<file path="config.mk">
export PLATFORM = sky130hd
export DESIGN_NAME = coin_acceptor
export DESIGN_NICKNAME = d
export VERILOG_FILES = /design/src/rtl/coin_acceptor.sv
export SDC_FILE = /design/constraint.sdc
export NUM_CORES = 1
export LEC_CHECK = 0
export ABC_AREA = 1
export CAP_MARGIN = 20
export CELL_PAD_IN_SITES_DETAIL_PLACEMENT = 2
export CELL_PAD_IN_SITES_GLOBAL_PLACEMENT = 2
export CORE_ASPECT_RATIO = 0.7
export CORE_MARGIN = 2
export CORE_UTILIZATION = 35
export DETAILED_ROUTE_END_ITERATION = 8
export DONT_BUFFER_PORTS = 1
export PLACE_DENSITY_LB_ADDON = 0.15
export SLEW_MARGIN = 20
export SYNTH_ARGS = -nofsm -noshare
export SYNTH_HDL_FRONTEND = slang
export SYNTH_SLANG_ARGS = --single-unit
</file>
<file path="constraint.sdc">
create_clock -name clk -period 2.15 [get_ports clk]
set_input_delay 0.215 -clock clk [delete_from_list [all_inputs] [get_ports clk]]
set_output_delay 0.215 -clock clk [all_outputs]
set_load 0.02 [all_outputs]
</file>
<file path="src/rtl/coin_acceptor.sv">
// coin_acceptor: synchronise, debounce and escrow the coin chute sensors into one-cycle coin pulses.
// Define COIN_TOTAL_EN to add the saturating total_rs rupee counter output.
module coin_acceptor #(
    parameter int DEBOUNCE_CYCLES = 4,
    parameter int CNT_W = 8
) (
    input  logic clk,
    input  logic reset,
    input  logic raw_hundred,
    input  logic raw_fifty,
    input  logic busy,
    output logic hundred_in,
    output logic fifty_in,
    output logic coin_reject,
    output logic escrow_full
`ifdef COIN_TOTAL_EN
    ,
    output logic [15:0] total_rs
`endif
);
    typedef enum logic [2:0] {IDLE, QUAL_H, QUAL_F, REJECT, RELEASE} state_t;
    localparam logic [CNT_W-1:0] DC = CNT_W'(DEBOUNCE_CYCLES);
    state_t state;
    logic [1:0] sync_h, sync_f;
    logic [CNT_W-1:0] cnt;
    logic esc_hundred;
    logic s_h, s_f, emit, own, other;
    assign s_h = sync_h[1];
    assign s_f = sync_f[1];
    assign emit = escrow_full & ~busy;
    assign own = (state == QUAL_H) ? s_h : s_f;
    assign other = (state == QUAL_H) ? s_f : s_h;
    always_ff @(posedge clk) begin
        if (!reset) begin
            state <= IDLE;
            sync_h <= '0;
            sync_f <= '0;
            cnt <= '0;
            esc_hundred <= 1'b0;
            hundred_in <= 1'b0;
            fifty_in <= 1'b0;
            coin_reject <= 1'b0;
            escrow_full <= 1'b0;
        end else begin
            sync_h <= {sync_h[0], raw_hundred};
            sync_f <= {sync_f[0], raw_fifty};
            hundred_in <= emit & esc_hundred;
            fifty_in <= emit & ~esc_hundred;
            coin_reject <= 1'b0;
            if (emit) escrow_full <= 1'b0;
            case (state)
                IDLE:
                    if (s_h & s_f) begin
                        state <= REJECT;
                        coin_reject <= 1'b1;
                    end else if (s_h | s_f) begin
                        state <= s_h ? QUAL_H : QUAL_F;
                        cnt <= CNT_W'(1);
                    end
                QUAL_H, QUAL_F:
                    if (other) begin
                        state <= REJECT;
                        coin_reject <= 1'b1;
                    end else if (!own) begin
                        state <= IDLE;
                    end else if (cnt == DC) begin
                        // a draining coin frees the escrow on this very edge
                        state <= RELEASE;
                        if (escrow_full & ~emit) begin
                            coin_reject <= 1'b1;
                        end else begin
                            escrow_full <= 1'b1;
                            esc_hundred <= (state == QUAL_H);
                        end
                    end else begin
                        cnt <= cnt + 1'b1;
                    end
                default:
                    if (!s_h & !s_f) state <= IDLE;
            endcase
        end
    end
`ifdef COIN_TOTAL_EN
    logic [16:0] sum;
    assign sum = {1'b0, total_rs} + (esc_hundred ? 17'd100 : 17'd50);
    always_ff @(posedge clk) begin
        if (!reset) total_rs <= '0;
        else if (emit) total_rs <= sum[16] ? 16'hFFFF : sum[15:0];
    end
`endif
endmodule
</file>
# ---- Word level (Yosys, flattened, before mapping)
# Index checks and enable logic that the tools add are counted.
# Widths: inputs -> output; s select.
dict set report op_classes {
  n_shift 0
  n_mux 28
  n_eq_ne 10
  addsub 1
  div_mod_pow 0
  order_cmp 0
  n_bitwise 12
  multipliers 0
  reduce_logical 9
}
# op n
set op_table {}
lappend op_table {{$mux 8} 5}
lappend op_table {{$mux 3} 6}
lappend op_table {{$pmux 8 s2} 1}
lappend op_table {{$mux 1} 13}
lappend op_table {{$ne 2x2->1 const B} 5}
lappend op_table {{$add 8x1->8 const B} 1}
lappend op_table {{$eq 8x3->1 const B} 1}
lappend op_table {{$and 1x1->1} 6}
lappend op_table {{$pmux 3 s2} 1}
lappend op_table {{$reduce_and 6->1} 1}
lappend op_table {{$not 1->1} 5}
lappend op_table {{$reduce_and 5->1} 1}
lappend op_table {{$ne 4x4->1 const B} 1}
lappend op_table {{$eq 3x1->1 const B} 1}
lappend op_table {{$eq 3x2->1 const B} 1}
lappend op_table {{$logic_not 3->1} 1}
lappend op_table {{$ne 3x3->1 const B} 1}
lappend op_table {{$reduce_and 3->1} 1}
lappend op_table {{$reduce_bool 3->1} 1}
lappend op_table {{$logic_not 1->1} 2}
lappend op_table {{$mux 2} 1}
lappend op_table {{$pmux 1 s2} 1}
lappend op_table {{$reduce_bool 2->1} 1}
lappend op_table {{$reduce_or 2->1} 1}
lappend op_table {{$or 1x1->1} 1}
dict set report word_totals {
  latchBits 0
  inputBits 5
  memories 0
  output_inout_bits 4
  mem_bits_rw 0
  ff_bits 20
  rom_bits 0
}

# ---- Depth between registers and ports, before layout
dict set report logic_depth {
  word_depth 9
  ltp_mapped 12
  depth_no_buf 11
}

# ---- Worst setup path before layout
# No wires, ideal clock.
dict set report synth_timing {
  path_type {reg2reg}
  start {register cnt[0]}
  end {register cnt[1]}
  required_ns 2.036
  arrival_time_ns 1.277
  n_path_buf 1
  setup_slack_ns 0.759
  path_stages_with_launch 12
  period_less_slack_ns 1.391
  path_cell_list {dfxtp_1 -> inv_1 -> ha_1 -> inv_1 -> nor2_1 -> nand2_1 -> nand2_2 -> nand2_4 -> nand3_4 -> buf_6 -> a21oi_1 -> nor2_1}
}
dict set report synth_via {
  elab_chain_len 5
  word_cells_on_any_way 8
  classes_between {add/sub: 1; eq/ne: 2; mux: 4; reduce/logical: 1}
}
# element line_no
set synth_lines {}
lappend synth_lines {{from (decl)} 25} ;# logic [CNT_W-1:0] cnt;
lappend synth_lines {{from (signal assigned)} 76} ;# cnt <= cnt + 1'b1;
lappend synth_lines {{$add 8x1->8} 76}
lappend synth_lines {{$mux 8} 66} ;# end else if (cnt == DC) begin
lappend synth_lines {{$mux 8} 64} ;# end else if (!own) begin
lappend synth_lines {{$mux 8} 61} ;# if (other) begin
lappend synth_lines {{$pmux 8 s2} 51} ;# case (state)
# Parallel ways exist; a longest one is shown, timed or not. The select of a mux whose other input is x is not followed.
# A chain may end at the register's enable or synchronous reset.

# ---- Worst setup path in the final report
dict set report layout_timing {
  start {register cnt[0]}
  end {register cnt[2]}
}
# Same word-level chain as after synthesis.

==> flow_summary.json <==
{
  "worst_slack_ps": 593,
  "core_area_mm2": 0.00311,
  "reg2reg_slack_ps": 590,
  "place_inst": 198,
  "worstSetupEndpointType": "register",
  "postCtsHoldBufs": 0,
  "place_ws_ps": 634,
  "drcViolationCount": 0,
  "worstPathMaxFanout": 12,
  "wirelength_um": 3200,
  "cp.arrival_ps": 1740,
  "firstDrtPassIters": 4,
  "h-tree-depth": 1,
  "grt_util_all_layers_pct": 19.8,
  "instances_no_fill": 202,
  "reg2regPathDepth": 10,
  "wire_per_inst_um": 15.9,
  "crit_required_ps": 2330,
  "grt-ovfl-total": 0,
  "synth_seq_cells": 20,
  "irDropWorstVdd_uv": 462,
  "cts_tree": "built",
  "cts.sinks": 20,
  "cts-root-buf": "clkbuf_8",
  "synth.avg_cell_area_um2": 6.87,
  "run_status": "completed",
  "dieArea_mm2": 0.00370,
  "synth_cells": 164,
  "relSlewSlack_pct": 77.2,
  "routed_via_density": 5.00,
  "finClkSkew_ps": 2.60,
  "drive_gt1_share_pct": 15.2,
  "seq_area_frac_synth_pct": 35.5,
  "ant_nets": 0,
  "fin_crit_sh_pct": 72.4,
  "post_cts_buffers": 0,
  "ios": 9,
  "die_x_um": 71.8,
  "grt_pass1_vias": 1081,
  "area_delta_synth_final_pct": 7.77,
  "cts_made_buffers": 3,
  "cap_violations": 0,
  "final_cell_mix": "nand2_1, inv_1, dfxtp_1, nor2_1, a21oi_1",
  "via_count": 1011,
  "gp_congestion": 0.868,
  "reg2reg_from": "cnt[0]",
  "synth_cell_types": 24,
  "drtIter0Drc": 51,
  "hold_viol": 0,
  "min_to": "sync_f[0]",
  "layout_min_cycle_time_ps": 1560,
  "syn_nets": 171,
  "fin_nets": 172,
  "worst_pin_slew_ps": 342,
  "reg2reg_to": "cnt[2]",
  "p_leak_nw": 0.549,
  "num_rows": 17,
  "clkTransAtPathRegs_ps": 80,
  "placed_area_mm2": 0.00114,
  "dp_hpwl_um": 2340,
  "antenna_found_initial": 0,
  "powerDensity_mw_per_mm2": 989,
  "postLayoutCoreUtil_pct": 39.1,
  "setup_viol": 0,
  "worstSetupPathType": "reg2reg",
  "cts.path.max_buffers": 2,
  "grt_pass1_wl_um": 5440,
  "cp-start-kind": "register",
  "portBuffers": 0,
  "initial_utilization_pct": 36.3,
  "rsz0062_at_grt": "no",
  "clock_latency_ps": 260,
  "grt_max_degree": 15,
  "num_antenna_cells": 0,
  "syn-cell-area_mm2": 0.00113,
  "postCtsResizedCells": 0,
  "finalSetupTns_ps": 0,
  "fmax_mhz": 642,
  "hp-start": "reset",
  "synth_warnings": 0,
  "hp-class": "in2reg",
  "slew_viol_final": 0,
  "fin_area_mm2": 0.00121,
  "die_h_um": 51.5,
  "min_delay_path_depth": 2,
  "final_common_cell": "nand2_1"
}
-- per-layer routing --
metal	track usage (%)	vias to the layer above	share of wire (%)
met5	0	-	0
met4	4.72	0	0.91
met3	5.52	4	2.2
met2	33.0	11	46
met1	25.5	482	51
li1	-	514	-
-- through the flow --
step	power, mW	hold WS (ps)
6_report	1.20	42.0
5_1_grt	1.28	32.1
4_1_cts	1.21	42.9
3_5_place_dp	0.815	322
3_3_place_gp	0.789	311
2_1_floorplan	0.754	313
-- logic make-up (layout without fill, tap and decap cells) --
family                     count (synthesis)  count (layout)  synth area share, %
AOI/OAI and AO/OA                         18              18                 8.55
xor gates and xnor gates                   1               1                0.777
adders and majority gates                  2               2                 2.22
buffers and inverters                     30              30                 11.4
DFF                                       20              20                 35.5
and+or+nand+nor                           93              93                 41.5
-- worst max-delay path by stage --
stage / start / to / slack (ps) / depth (start not counted)
finish: cnt[0] / cnt[2] / 590 / 10
global route: cnt[0] / cnt[2] / 410 / 10
CTS: cnt[0] / cnt[2] / 560 / 10
detailed placement: cnt[0] / cnt[2] / 630 / 10
global placement: state[0] / cnt[1] / 710 / 7
floorplan: cnt[0] / cnt[1] / 760 / 11
-- critical path, cell delays in order (launching register included) --
cell	delay [ps]
dfxtp_1	350
inv_1	100
ha_1	150
inv_1	40
nor2_1	150
nand2_1	90
nand2_2	90
nand2_4	80
nand3_4	180
nand2_1	70
a21oi_1	170
-- cell type report --
cell class / instances / area (um^2)
Clock buffer: 3 / 41.3
Clock inverter: 1 / 30.0
Fill cell: 398 / 1890
Inverter: 26 / 97.6
Multi-Input combinational cell: 114 / 598
Sequential cell: 20 / 400
Tap cell: 38 / 47.5
-- report_power, final --
part	switching (mW)	internal [mW]	leakage, nW	total, mW
logic	0.259	0.111	0.350	0.371
clock network	0.137	0.249	0.0357	0.386
registers	0.0368	0.408	0.163	0.445
total	0.433	0.768	0.549	1.20
-- sequential cells by signal (all words and copies together), names as in the netlist --
register,cells
cnt,8
escrow_full,1
coin_reject,1
fifty_in,1
sync_h,2
esc_hundred,1
sync_f,2
state,3
hundred_in,1
-- cells in the mapped netlist, drive strengths merged --
cell	n	share of area [%]
clkinv	2	0.67
o21ai	5	2.2
nand2	52	20
a21oi	11	5.2
ha	2	2.2
nand3	10	7.5
nand4	9	5.0
buf	4	2.8
a31oi	2	1.1
nor3	1	0.44
nor2	19	7.0
nand3b	2	1.3
inv	24	8.0
dfxtp	20	36
xor2	1	0.78
Note: power is estimated with default switching activity, not from simulation.
